==> src/rtl/seq_det_pkg.sv <==
// Shared types and helpers for the serial pattern detectors.
package seq_det_pkg;

   typedef enum logic [1:0] {
      IDLE  = 2'd0,
      FILL  = 2'd1,
      ARMED = 2'd2
   } state_e;

   function automatic int len_w_f(input int max_len);
      return $clog2(max_len + 1);
   endfunction

endpackage

==> src/rtl/seq_detect_param_if.sv <==
// Configuration, serial stream and event bundle of the parametrised detector.
interface seq_detect_param_if
   import seq_det_pkg::*;
#(
   parameter int MAX_LEN = 16,
   parameter int CNT_W   = 8
);
   localparam int LEN_W = len_w_f(MAX_LEN);

   logic               cfg_load;
   logic [MAX_LEN-1:0] cfg_pattern;
   logic [LEN_W-1:0]   cfg_len;
   logic               cfg_overlap;
   logic               seq;
   logic               seq_valid;
   logic               tick;
   logic [CNT_W-1:0]   match_cnt;
   logic               cnt_sat;
   logic               armed;
   logic               cfg_err;

   modport master (
      output cfg_load, cfg_pattern, cfg_len, cfg_overlap, seq, seq_valid,
      input  tick, match_cnt, cnt_sat, armed, cfg_err
   );

   modport slave (
      input  cfg_load, cfg_pattern, cfg_len, cfg_overlap, seq, seq_valid,
      output tick, match_cnt, cnt_sat, armed, cfg_err
   );
endinterface

==> src/rtl/sat_counter.sv <==
// Saturating event counter with a sticky "reached all-ones" flag.
module sat_counter #(
   parameter int W = 8
) (
   input  logic         clk,
   input  logic         rst,
   input  logic         clr,
   input  logic         inc,
   output logic [W-1:0] cnt,
   output logic         sat
);
   logic [W-1:0] cnt_q, cnt_d;
   logic         sat_q, sat_d;

   always_comb begin
      cnt_d = cnt_q;
      sat_d = sat_q;
      if (clr) begin
         cnt_d = '0;
         sat_d = 1'b0;
      end else begin
         if (inc && !(&cnt_q)) cnt_d = cnt_q + W'(1);
         if (&cnt_d) sat_d = 1'b1;
      end
   end

   always_ff @(posedge clk) begin
      if (rst) begin
         cnt_q <= '0;
         sat_q <= 1'b0;
      end else begin
         cnt_q <= cnt_d;
         sat_q <= sat_d;
      end
   end

   assign cnt = cnt_q;
   assign sat = sat_q;
endmodule

==> src/rtl/seq_detect_param.sv <==
// Runtime-configurable serial pattern detector with overlap control.
// state | meaning
// IDLE  | no valid configuration, stream ignored
// FILL  | fewer than len bits collected since load or last non-overlap match
// ARMED | history holds len bits, every valid bit can complete a match
module seq_detect_param
   import seq_det_pkg::*;
#(
   parameter int MAX_LEN = 16,
   parameter int CNT_W   = 8
) (
   input logic              clk,
   input logic              rst,
   seq_detect_param_if.slave bus
);
   localparam int LEN_W = len_w_f(MAX_LEN);

   state_e             state_q, state_d;
   logic [MAX_LEN-1:0] pattern_q, pattern_d;
   logic [LEN_W-1:0]   len_q, len_d;
   logic               overlap_q, overlap_d;
   logic [MAX_LEN-1:0] hist_q, hist_d;
   logic [LEN_W-1:0]   fill_q, fill_d;
   logic               tick_q, tick_d;
   logic               armed_q, armed_d;
   logic               cfg_err_q, cfg_err_d;

   logic               cfg_ok;
   logic [MAX_LEN-1:0] hist_shift;
   logic [MAX_LEN-1:0] len_mask;
   logic [LEN_W-1:0]   fill_inc;
   logic               hit;
   logic               cnt_clr;
   logic               cnt_inc;

   always_comb begin
      cfg_ok     = (bus.cfg_len != '0) && (int'(bus.cfg_len) <= MAX_LEN);
      hist_shift = {hist_q[MAX_LEN-2:0], bus.seq};
      for (int i = 0; i < MAX_LEN; i++) len_mask[i] = (i < int'(len_q));
      fill_inc   = (fill_q < len_q) ? fill_q + LEN_W'(1) : fill_q;
      hit        = (((hist_shift ^ pattern_q) & len_mask) == '0) && (fill_inc >= len_q);
   end

   always_comb begin
      state_d   = state_q;
      pattern_d = pattern_q;
      len_d     = len_q;
      overlap_d = overlap_q;
      hist_d    = hist_q;
      fill_d    = fill_q;
      armed_d   = armed_q;
      tick_d    = 1'b0;
      cfg_err_d = 1'b0;
      cnt_clr   = 1'b0;
      cnt_inc   = 1'b0;
      // A load pre-empts any bit presented in the same cycle.
      if (bus.cfg_load) begin
         if (cfg_ok) begin
            pattern_d = bus.cfg_pattern;
            len_d     = bus.cfg_len;
            overlap_d = bus.cfg_overlap;
            hist_d    = '0;
            fill_d    = '0;
            armed_d   = 1'b1;
            cnt_clr   = 1'b1;
            state_d   = FILL;
         end else begin
            cfg_err_d = 1'b1;
         end
      end else if (bus.seq_valid && state_q != IDLE) begin
         hist_d = hist_shift;
         fill_d = fill_inc;
         if (hit) begin
            tick_d  = 1'b1;
            cnt_inc = 1'b1;
            if (overlap_q) begin
               state_d = ARMED;
            end else begin
               fill_d  = '0;
               state_d = FILL;
            end
         end else begin
            state_d = (fill_inc == len_q) ? ARMED : FILL;
         end
      end
   end

   always_ff @(posedge clk) begin
      if (rst) begin
         state_q   <= IDLE;
         pattern_q <= '0;
         len_q     <= '0;
         overlap_q <= 1'b0;
         hist_q    <= '0;
         fill_q    <= '0;
         tick_q    <= 1'b0;
         armed_q   <= 1'b0;
         cfg_err_q <= 1'b0;
      end else begin
         state_q   <= state_d;
         pattern_q <= pattern_d;
         len_q     <= len_d;
         overlap_q <= overlap_d;
         hist_q    <= hist_d;
         fill_q    <= fill_d;
         tick_q    <= tick_d;
         armed_q   <= armed_d;
         cfg_err_q <= cfg_err_d;
      end
   end

   sat_counter #(.W(CNT_W)) u_cnt (
      .clk (clk),
      .rst (rst),
      .clr (cnt_clr),
      .inc (cnt_inc),
      .cnt (bus.match_cnt),
      .sat (bus.cnt_sat)
   );

   assign bus.tick    = tick_q;
   assign bus.armed   = armed_q;
   assign bus.cfg_err = cfg_err_q;
endmodule

==> src/flat_wrapper.sv <==
// flat-port wrapper written by rule: the top's interface ports become plain ports
module seq_detect_param_flat import seq_det_pkg::*;
#(
   parameter int MAX_LEN = 16,
   parameter int CNT_W   = 8
)
  (clk, rst, bus_cfg_load, bus_cfg_pattern, bus_cfg_len, bus_cfg_overlap, bus_seq, bus_seq_valid, bus_tick, bus_match_cnt, bus_cnt_sat, bus_armed, bus_cfg_err);
  seq_detect_param_if #(.MAX_LEN(MAX_LEN), .CNT_W(CNT_W)) bus_i ();
  input logic clk;
  input logic rst;
  input wire logic [$bits(bus_i.cfg_load)-1:0] bus_cfg_load;
  input wire logic [$bits(bus_i.cfg_pattern)-1:0] bus_cfg_pattern;
  input wire logic [$bits(bus_i.cfg_len)-1:0] bus_cfg_len;
  input wire logic [$bits(bus_i.cfg_overlap)-1:0] bus_cfg_overlap;
  input wire logic [$bits(bus_i.seq)-1:0] bus_seq;
  input wire logic [$bits(bus_i.seq_valid)-1:0] bus_seq_valid;
  output wire logic [$bits(bus_i.tick)-1:0] bus_tick;
  output wire logic [$bits(bus_i.match_cnt)-1:0] bus_match_cnt;
  output wire logic [$bits(bus_i.cnt_sat)-1:0] bus_cnt_sat;
  output wire logic [$bits(bus_i.armed)-1:0] bus_armed;
  output wire logic [$bits(bus_i.cfg_err)-1:0] bus_cfg_err;
  assign bus_i.cfg_load = bus_cfg_load;
  assign bus_i.cfg_pattern = bus_cfg_pattern;
  assign bus_i.cfg_len = bus_cfg_len;
  assign bus_i.cfg_overlap = bus_cfg_overlap;
  assign bus_i.seq = bus_seq;
  assign bus_i.seq_valid = bus_seq_valid;
  assign bus_tick = bus_i.tick;
  assign bus_match_cnt = bus_i.match_cnt;
  assign bus_cnt_sat = bus_i.cnt_sat;
  assign bus_armed = bus_i.armed;
  assign bus_cfg_err = bus_i.cfg_err;
  seq_detect_param #(.MAX_LEN(MAX_LEN), .CNT_W(CNT_W)) u_core (.clk(clk), .rst(rst), .bus(bus_i));
endmodule
==> config.mk <==
export PLATFORM = sky130hd
export DESIGN_NAME = seq_detect_param_flat
export DESIGN_NICKNAME = d
export VERILOG_FILES = /design/src/rtl/seq_det_pkg.sv /design/src/rtl/seq_detect_param_if.sv /design/src/rtl/sat_counter.sv /design/src/rtl/seq_detect_param.sv /design/src/flat_wrapper.sv
export SDC_FILE = /design/constraint.sdc
export NUM_CORES = 1
export LEC_CHECK = 0
export CAP_MARGIN = 5
export CORE_MARGIN = 10
export CORE_UTILIZATION = 25
export CTS_BUF_LIST = sky130_fd_sc_hd__clkbuf_8
export CTS_CLUSTER_SIZE = 16
export DETAILED_ROUTE_END_ITERATION = 8
export MAX_ROUTING_LAYER = met4
export PLACE_DENSITY = 0.44
export SYNTH_ARGS = -nofsm -noshare
export SYNTH_HDL_FRONTEND = slang
export SYNTH_SLANG_ARGS = --single-unit
==> constraint.sdc <==
create_clock -name clk -period 5.2 [get_ports clk]
set_input_delay 1.04 -clock clk [delete_from_list [all_inputs] [get_ports clk]]
set_output_delay 1.04 -clock clk [all_outputs]
set_load 0.02 [all_outputs]
==> results by group, run 1 <==
Yosys
  – Syn Std Cell Area: 0.002834 mm^2
  – Syn Inst Count: 363
  – YS warnings: 0
  – Sequential element share of the synthesized area: 39.56%
  – Flops & latches, synth: 56
  – Primary FF master, synth: dfxtp_1
  – Avg Inst Size Synth: 7.807 um^2
  – Asr flop ratio synth: 0%
  – Post-synthesis net count: 401
  – Distinct cell type count after synthesis: 43
  – Post-synth EDFFs: 0

Detailed routing
  – Via/cell ratio: 4.731
  – Initial DRC count: 145
  – Detailed-route wire length: 7208 um
  – Drt drc: 0
  – DRT Pass-1 Iters: 4
  – DR vias: 2,512
  – WL per Instance: 13.57 um
  – Post-route ant nets: 0

Clock network
  – Clock sinks: 56
  – CTS root buffer: clkbuf_8
  – CTS Hold Buffers Added: 0
  – Worst-path clk slew: 0.11 ns
  – Clock Latency Late Sink: 0.33 ns
  – Htree depth: 2
  – Post_cts resized: 0
  – Setup bufs post-CTS: 0
  – CTS Buf Count: 5
  – Clk buf depth: 2
  – CTS tree: done

Placement
  – Final GP Congestion: 0.8575
  – Detailed Place HPWL: 5211 um
  – Port Buffers: 38

Critical path
  – Critical path peak fanout: 11
  – CP arrival: 4.06 ns
  – Critical path class: reg2reg
  – CP Capture Type: flip-flop
  – Data required time of the worst path: 5.43 ns
  – Startpoint types: flip-flop

STA
  – Sum Neg Setup Slack: 0 ns
  – Tmin final: 3.832 ns
  – Layout Skew: 0.01407 ns
  – Final setup fails: 0
  – RSZ-0062 raised after global routing: false
  – Final Cycle Share: 73.69%
  – Slew HR: 53.97%
  – Slew Limit Fails: 0
  – Max Clk Rate: 261.0 MHz
  – Worst-Margin Slew: 0.6904 ns
  – Final Hold Viols: 0

Finish
  – Fin nets: 428
  – Most common cell after layout, fill and taps aside: nand2_1
  – Synth-to-layout area growth: 20.35%
  – Share of layout cells above drive strength 1: 4.604%
  – # diodes: 0
  – Commonest cells after routing, fill and taps aside: 75 x nand2_1, 56 x dfxtp_1, 52 x a21oi_1

Floorplan
  – Die W: 126.5 um
  – Core area: 0.01098 mm^2
  – Vert. Die Dim: 126.5 um
  – Die area: 0.01599 mm^2
  – Row count: 38
  – I/O pins: 39
  – Starting Density: 25.80%

Job
  – Max cap viols: 0

GRT
  – Vias in the first global route: 2,427
  – Total gr overflow: 0
  – Total track usage: 9.064%
  – Antenna violations before repair: 0
  – First-pass GRT wire length: 11,790 um
  – Largest net degree at the start of global routing: 49

Power and ir drop
  – Pwr Total: 818.3 uW
  – Peak VDD IR: 0.1132 mV
  – Leakage: 1.196 nW
  – Pwr Density: 239.9 mW/mm^2

Status
  – Status: finished, final reports clean

Hold path
  – Hold crit path type: reg2reg
==> synth_stat cells (3+ instances only) <==
| cell type | count | area [um^2] |
|---|---|---|
| a211oi_1 | 4 | 30.03 |
| buf_1 | 3 | 11.26 |
| nor2_1 | 21 | 78.83 |
| nand2_1 | 75 | 281.5 |
| nand3_1 | 21 | 105.1 |
| or3_1 | 5 | 31.28 |
| o21ai_0 | 11 | 55.05 |
| nand4_1 | 3 | 18.77 |
| and3_1 | 3 | 18.77 |
| dfxtp_1 | 56 | 1121 |
| nor3_1 | 5 | 25.02 |
| ha_1 | 11 | 137.6 |
| a21o_1 | 4 | 30.03 |
| and2_1 | 3 | 18.77 |
| xor2_1 | 7 | 61.31 |
| clkbuf_1 | 16 | 60.06 |
| nand2b_1 | 4 | 25.02 |
| nor4_1 | 3 | 18.77 |
| inv_1 | 8 | 30.03 |
| xnor2_1 | 18 | 157.7 |
| a21oi_1 | 52 | 260.3 |
==> critical path: stages (launching register included) <==
cell and delay (ns):
dfxtp_1 0.50, inv_1 0.15, ha_1 0.30, a21o_1 0.10
a21oi_1 0.07, o21ai_1 0.38, mux2_2 0.41, ha_1 0.29
nand2_1 0.05, o21ai_0 0.13, a31oi_1 0.13, nor4_2 0.28
nand2_1 0.29, mux2_2 0.38, o41ai_2 0.26
==> cells by family (layout without fill, tap and decap cells) <==
logic type	after synthesis	after routing	synth area share (%)
adder cells (fa/ha/maj)	11	11	4.856
flip-flops	56	56	39.56
AO/OA/AOI/OAI	89	89	18.41
buffers and inverters	30	58	4.547
multiplexers	3	3	1.148
AND/OR/NAND/NOR	149	149	23.75
XOR/XNOR	25	25	7.726
==> power by group <==
part	internal [mW]	leakage (nW)	total (mW)	switching [mW]
combinational	0.0509	0.697	0.114	0.0635
clock	0.0961	0.0445	0.252	0.156
sequential	0.440	0.454	0.452	0.0121
==> path summary, 6_finish.rpt <==
kind                         start          endpoint  slack, ns  cells after the start
setup / recovery   u_core.len_q[1]  u_core.u_cnt.sat       1.37                     14
hold / removal    u_core.hist_q[5]  u_core.hist_q[6]       0.47                      2
setup reg to reg   u_core.len_q[1]  u_core.u_cnt.sat       1.37                     14
hold reg to reg   u_core.hist_q[5]  u_core.hist_q[6]       0.47                      2
==> final cells by class <==
class	instances	area, um^2
clock inverter	3	21.27
sequential	56	1121
multi-input combinational	277	1584
tap	140	175.2
inverter	8	30.03
fill	1169	7572
clock buffer	5	68.82
timing repair buffer	42	410.4
==> layer usage <==
layer | part of all wire [%] | track usage [%]
met2 | 48 | 14.85
met4 | 1.4 | 3.215
met5 | 0 | -
met1 | 48 | 10.61
met3 | 3.2 | 2.124
==> registers in the layout, indices dropped and copies added (netlist names) <==
| name | flops |
|---|---|
| u_core.pattern_q | 16 |
| u_core.hist_q | 15 |
| u_core.u_cnt.cnt | 8 |
| u_core.fill_q | 5 |
| u_core.len_q | 5 |
| u_core.state_q | 2 |
| u_core.bus.armed | 1 |
| u_core.bus.cfg_err | 1 |
| u_core.bus.tick | 1 |
| u_core.overlap_q | 1 |
| u_core.u_cnt.sat | 1 |
==> metrics by stage <==
step	cells	utilization [%]	instance area [um^2]	setup slack [ns]	hold WS (ns)
2_1_floorplan	363	-	2834	1.704	0.4478
3_3_place_gp	523	30.23	3321	1.405	0.4575
3_5_place_dp	523	30.23	3321	1.313	0.4630
4_1_cts	531	31.05	3411	1.338	0.4818
5_1_grt	531	31.05	3411	0.9942	0.4915
6_report	531	31.05	3411	1.368	0.4719
Power figures use the tool's default switching activity.
==> inputs of run 2 (changes only) <==
==> constraint.sdc (replaced) <==
create_clock -name clk -period 3.95 [get_ports clk]
set_input_delay 0.79 -clock clk [delete_from_list [all_inputs] [get_ports clk]]
set_output_delay 0.79 -clock clk [all_outputs]
set_load 0.02 [all_outputs]
==> results by group, run 2 (synthesized netlist as in run 1, its figures left out) <==
STA
  – Sum Neg Setup Slack: 0 ns (unchanged)
  – Tmin final: 3.634 ns (was 3.832 ns)
  – Layout Skew: 0.009641 ns (was 0.01407 ns)
  – Final Cycle Share: 92.01% (was 73.69%)
  – Worst-Margin Slew: 0.6362 ns (was 0.6904 ns)
  – Slew HR: 57.33% (was 53.97%)
  – Slew Limit Fails: 0 (unchanged)
  – Final Hold Viols: 0 (unchanged)
  – RSZ-0062 raised after global routing: false (unchanged)
  – Max Clk Rate: 275.2 MHz (was 261.0 MHz)
  – Final setup fails: 0 (unchanged)

Finish
  – Max FFs per register: 16 (unchanged)
  – Reg with most FFs: u_core.pattern_q (unchanged)
  – # diodes: 0 (unchanged)
  – Synth-to-layout area growth: 22.56% (was 20.35%)
  – Most common cell after layout, fill and taps aside: nand2_1 (unchanged)
  – Fin nets: 432 (was 428)
  – Commonest cells after routing, fill and taps aside: 74 x nand2_1, 55 x dfxtp_1, 52 x a21oi_1 (was 75 x nand2_1, 56 x dfxtp_1, 52 x a21oi_1)
  – Multi-input gate area: 0.001590 mm^2 (was 0.001584 mm^2)
  – Fill cells: 1,184 (was 1,169)
  – FF+latch area: 0.001122 mm^2 (was 0.001121 mm^2)
  – Share of layout cells above drive strength 1: 6.329% (was 4.604%)
  – Post-Layout Cell Count: 535 (was 531)

Status
  – Status: finished, final reports clean (unchanged)

Detailed routing
  – Detailed-route wire length: 7327 um (was 7208 um)
  – Initial DRC count: 181 (was 145)
  – Drt drc: 0 (unchanged)
  – WL per Instance: 13.70 um (was 13.57 um)
  – DRT Pass-1 Iters: 5 (was 4)
  – Via/cell ratio: 4.766 (was 4.731)
  – DR vias: 2,550 (was 2,512)
  – Post-route ant nets: 0 (unchanged)

Clock network
  – CTS tree: done (unchanged)
  – Clock sinks: 56 (unchanged)
  – Clk buf depth: 2 (unchanged)
  – Htree depth: 2 (unchanged)
  – Clock Latency Late Sink: 0.31 ns (was 0.33 ns)
  – CTS Buf Count: 5 (unchanged)
  – CTS root buffer: clkbuf_8 (unchanged)
  – Setup bufs post-CTS: 0 (unchanged)
  – Worst-path clk slew: 0.11 ns (about the same)

Critical path
  – Critical path class: reg2reg (unchanged)
  – Startpoint types: flip-flop (unchanged)
  – CP Capture Type: flip-flop (unchanged)
  – Critical path peak fanout: 12 (was 11)
  – Data required time of the worst path: 4.17 ns (was 5.43 ns)
  – CP arrival: 3.85 ns (was 4.06 ns)

Power and ir drop
  – Pwr Density: 329.5 mW/mm^2 (was 239.9 mW/mm^2)
  – Peak VDD IR: 0.1336 mV (was 0.1132 mV)
  – Leakage: 1.234 nW (was 1.196 nW)

GRT
  – First-pass GRT wire length: 12,320 um (was 11,790 um)
  – Total gr overflow: 0 (unchanged)
  – Total track usage: 9.262% (was 9.064%)
  – Largest net degree at the start of global routing: 50 (was 49)
  – Vias in the first global route: 2,526 (was 2,427)
  – Antenna violations before repair: 0 (unchanged)

Job
  – Max cap viols: 0 (unchanged)

Placement
  – Port Buffers: 38 (unchanged)
  – Final GP Congestion: 0.9160 (was 0.8575)
  – Detailed Place HPWL: 5335 um (was 5211 um)
  – Total placed cells including tap cells: 527 (was 523)

Floorplan
  – Vert. Die Dim: 126.5 um (unchanged)
  – Starting Density: 25.80% (unchanged)
  – Row count: 38 (unchanged)
  – Die W: 126.5 um (unchanged)
  – Die area: 0.01599 mm^2 (unchanged)
  – Core area: 0.01098 mm^2 (unchanged)
  – I/O pins: 39 (unchanged)

Hold path
  – Hold crit path type: reg2reg (unchanged)
run 2: power breakdown:
| part | switching (mW) | internal, mW |
|---|---|---|
| clock network | 0.200 | 0.193 |
| registers | 0.0139 | 0.579 |
| logic | 0.0881 | 0.0701 |
run 2: final cells by class:
cell class | count | area share, %
multi-input combinational | 277 | 45.79
timing repair buffer | 46 | 12.68
tap | 140 | 5.043
inverter | 8 | 0.8646
sequential | 56 | 32.31
clock buffer | 5 | 1.981
clock inverter | 3 | 1.333
run 2: final timing paths:
kind              slack [ns]                  end  cells past startpoint                start
setup / recovery        0.32     u_core.u_cnt.sat                     13      u_core.len_q[2]
hold / removal          0.48  u_core.pattern_q[6]                      2  u_core.pattern_q[6]
setup reg to reg        0.32     u_core.u_cnt.sat                     13      u_core.len_q[2]
hold reg to reg         0.48  u_core.pattern_q[6]                      2  u_core.pattern_q[6]
run 2: repair_timing:
item / in CTS / in global routing
setup endpoints to repair: 0 / 11
gates resized for setup: 0 / 4
hold buffers: 0 / 0
run 2: worst max-delay path, stage by stage (launching register included):
cell and delay [ns]:
dfxtp_1 0.56, inv_1 0.15, ha_1 0.30, a21oi_1 0.07
o21ai_2 0.30, mux2_2 0.40, ha_1 0.29, nand2_1 0.05
o21ai_0 0.15, a31oi_1 0.13, nor4_2 0.32, nand2_2 0.21
mux2_2 0.36, o41ai_2 0.26
run 2: per-stage QoR:
step	total power, mW	utilization (%)	hold slack [ns]	worst slack (ns)	cell area (um^2)
final	1.144	31.62	0.4768	0.3157	3473
after global routing	1.203	31.62	0.5029	0.06611	3473
after CTS	1.160	31.56	0.4808	0.05847	3466
after detailed placement	0.7647	30.51	0.4638	0.1092	3351
after global placement	0.7644	30.51	0.4588	0.2205	3351
after floorplan	0.7006	-	0.4478	0.4544	2834
run 2: metal layers:
metal	up-vias	wire, um	track usage, %
li1	1311	-	-
met1	1177	3507	10.93
met2	49	3424	15.43
met5	-	0	-
met4	0	103	2.478
met3	13	291	2.166
==> inputs of run 3 (changes only) <==
--- a/config.mk
+++ b/config.mk
@@ -6,13 +6,13 @@
 export NUM_CORES = 1
 export LEC_CHECK = 0
 export CAP_MARGIN = 5
-export CORE_MARGIN = 10
 export CORE_UTILIZATION = 25
-export CTS_BUF_LIST = sky130_fd_sc_hd__clkbuf_8
+export CTS_BUF_LIST = sky130_fd_sc_hd__clkbuf_16
 export CTS_CLUSTER_SIZE = 16
 export DETAILED_ROUTE_END_ITERATION = 8
 export MAX_ROUTING_LAYER = met4
 export PLACE_DENSITY = 0.44
+export REMOVE_ABC_BUFFERS = 1
 export SYNTH_ARGS = -nofsm -noshare
 export SYNTH_HDL_FRONTEND = slang
 export SYNTH_SLANG_ARGS = --single-unit
==> results by group, run 3 (synthesized netlist as in run 1, its figures left out) <==
Detailed routing
  – WL per Instance: 13.19 um (was 13.70 um)
  – Post-route ant nets: 0 (unchanged)
  – Initial DRC count: 122 (was 181)
  – DRT Pass-1 Iters: 4 (was 5)
  – Drt drc: 0 (unchanged)
  – DR vias: 2,481 (was 2,550)
  – Via/cell ratio: 4.655 (was 4.766)
  – Detailed-route wire length: 7032 um (was 7327 um)

Finish
  – # diodes: 0 (unchanged)
  – Commonest cells after routing, fill and taps aside: 74 x nand2_1, 55 x dfxtp_1, 52 x a21oi_1 (unchanged)
  – Max FFs per register: 16 (unchanged)
  – Share of layout cells above drive strength 1: 5.852% (was 6.329%)
  – Synth-to-layout area growth: 22.91% (was 22.56%)
  – Fin nets: 431 (was 432)
  – Most common cell after layout, fill and taps aside: nand2_1 (unchanged)
  – Reg with most FFs: u_core.pattern_q (unchanged)

Status
  – Status: finished, final reports clean (unchanged)

Placement
  – Port Buffers: 38 (unchanged)
  – Detailed Place HPWL: 5060 um (was 5335 um)
  – Final GP Congestion: 0.8077 (was 0.9160)
  – Pre-CTS setup slack: 0.1084 ns (was 0.1092 ns)

Floorplan
  – I/O pins: 39 (unchanged)
  – Core area: 0.01094 mm^2 (was 0.01098 mm^2)
  – Die area: 0.01177 mm^2 (was 0.01599 mm^2)
  – Starting Density: 25.92% (was 25.80%)
  – Row count: 38 (unchanged)
  – Die W: 108.5 um (was 126.5 um)
  – Vert. Die Dim: 108.5 um (was 126.5 um)

Clock network
  – Clock Latency Late Sink: 0.29 ns (was 0.31 ns)
  – CTS root buffer: clkbuf_16 (was clkbuf_8)
  – Clk buf depth: 2 (unchanged)
  – Clock sinks: 56 (unchanged)
  – CTS Buf Count: 5 (unchanged)
  – Worst-path clk slew: 0.07 ns (was 0.11 ns)
  – CTS tree: done (unchanged)
  – Htree depth: 2 (unchanged)

Critical path
  – Critical path class: reg2reg (unchanged)
  – R2R Setup Slk: 0.35 ns (was 0.32 ns)
  – FF-to-FF Start: u_core.len_q[2] (unchanged)
  – FF-to-FF path depth: 13 (unchanged)
  – Worst reg2reg path endpoint: u_core.u_cnt.sat (unchanged)
  – Data required time of the worst path: 4.14 ns (was 4.17 ns)
  – CP Capture Type: flip-flop (unchanged)
  – Critical path peak fanout: 12 (unchanged)
  – CP arrival: 3.79 ns (was 3.85 ns)
  – Startpoint types: flip-flop (unchanged)

STA
  – Worst-Margin Slew: 0.5711 ns (was 0.6362 ns)
  – Final setup fails: 0 (unchanged)
  – Layout Skew: 0.003605 ns (was 0.009641 ns)
  – Tmin final: 3.597 ns (was 3.634 ns)
  – Max Clk Rate: 278.0 MHz (was 275.2 MHz)
  – Final Cycle Share: 91.06% (was 92.01%)
  – Slew HR: 61.70% (was 57.33%)
  – Sum Neg Setup Slack: 0 ns (unchanged)
  – Final setup margin: 0.3531 ns (was 0.3157 ns)
  – Slew Limit Fails: 0 (unchanged)
  – Final Hold Viols: 0 (unchanged)
  – RSZ-0062 raised after global routing: false (unchanged)

GRT
  – Met1 usage: 16.42% (was 10.93%)
  – Largest net degree at the start of global routing: 38 (was 50)
  – Total gr overflow: 0 (unchanged)
  – Antenna violations before repair: 0 (unchanged)
  – Busiest layer in global routing: met2 (unchanged)
  – Total track usage: 12.96% (was 9.262%)
  – First-pass GRT wire length: 11,710 um (was 12,320 um)
  – Met2 Track Usage GR: 21.75% (was 15.43%)
  – Met3 Track Usage GR: 2.170% (was 2.166%)
  – Vias in the first global route: 2,352 (was 2,526)

Hold path
  – Hold crit path type: reg2reg (unchanged)
  – Hold Path Stages: 2 (unchanged)
  – Min-delay src: u_core.pattern_q[2] (was u_core.pattern_q[6])
  – Hold Crit Endpoint: u_core.pattern_q[2] (was u_core.pattern_q[6])

Power and ir drop
  – Pwr Density: 338.8 mW/mm^2 (was 329.5 mW/mm^2)
  – Leakage: 1.237 nW (was 1.234 nW)
  – Peak VDD IR: 0.1591 mV (was 0.1336 mV)

Job
  – Max cap viols: 0 (unchanged)
## run 3: power by group
| part | leakage (nW) | internal [mW] | total (mW) | switching [mW] |
|---|---|---|---|---|
| registers | 0.455 | 0.579 | 0.593 | 0.0138 |
| logic | 0.715 | 0.0689 | 0.157 | 0.0886 |
| clock network | 0.0673 | 0.231 | 0.430 | 0.199 |
## run 3: worst max path at each step
stage	endpoint	cells past startpoint	slack, ns	start
floorplan	u_core.u_cnt.cnt[4]	15	0.56	u_core.len_q[1]
finish	u_core.u_cnt.sat	13	0.35	u_core.len_q[2]
global placement	u_core.u_cnt.cnt[4]	15	0.23	u_core.len_q[1]
detailed placement	u_core.u_cnt.sat	14	0.11	u_core.len_q[1]
global route	u_core.u_cnt.sat	13	0.03	u_core.len_q[2]
CTS	u_core.u_cnt.sat	14	0.05	u_core.len_q[1]
## run 3: area by class of cell
class / instances / area, um^2
inverter: 8 / 30.03
timing repair buffer: 45 / 427.9
multi-input combinational: 277 / 1590
sequential: 56 / 1122
tap: 140 / 175.2
fill: 1212 / 7452
clock buffer: 5 / 125.1
clock inverter: 2 / 12.51
## run 3: per-layer routing
layer | part of all wire, % | wire length [um]
met2 | 48 | 3381
met1 | 49 | 3466
met5 | 0 | 0
met4 | 0.36 | 25
met3 | 2.3 | 159
## run 3: through the flow
stage | util [%] | cell area (um^2) | hold WS, ns | power, mW | std cells
after floorplan | - | 2735 | 0.4418 | 0.6880 | 341
after global placement | 30.53 | 3338 | 0.4608 | 0.7629 | 526
after detailed placement | 30.53 | 3338 | 0.4638 | 0.7630 | 526
after CTS | 31.78 | 3476 | 0.4759 | 1.203 | 533
after global routing | 31.85 | 3483 | 0.5012 | 1.239 | 533
final | 31.85 | 3483 | 0.4713 | 1.180 | 533
## run 3: what timing repair did
action,4_1_cts,5_1_grt
hold buffers,0,0
hold endpoints to repair,0,0
setup endpoints to repair,0,11
gates resized for setup,0,3
setup buffers,0,0
## run 3: worst max-delay path, cell delays in order (launching register included)
cell and delay (ns):
dfxtp_1 0.54, inv_1 0.14, ha_1 0.30, a21oi_1 0.07
o21ai_2 0.28, mux2_2 0.40, ha_1 0.29, nand2_1 0.05
o21ai_0 0.15, a31oi_1 0.14, nor4_2 0.32, nand2_2 0.21
mux2_2 0.35, o41ai_2 0.26
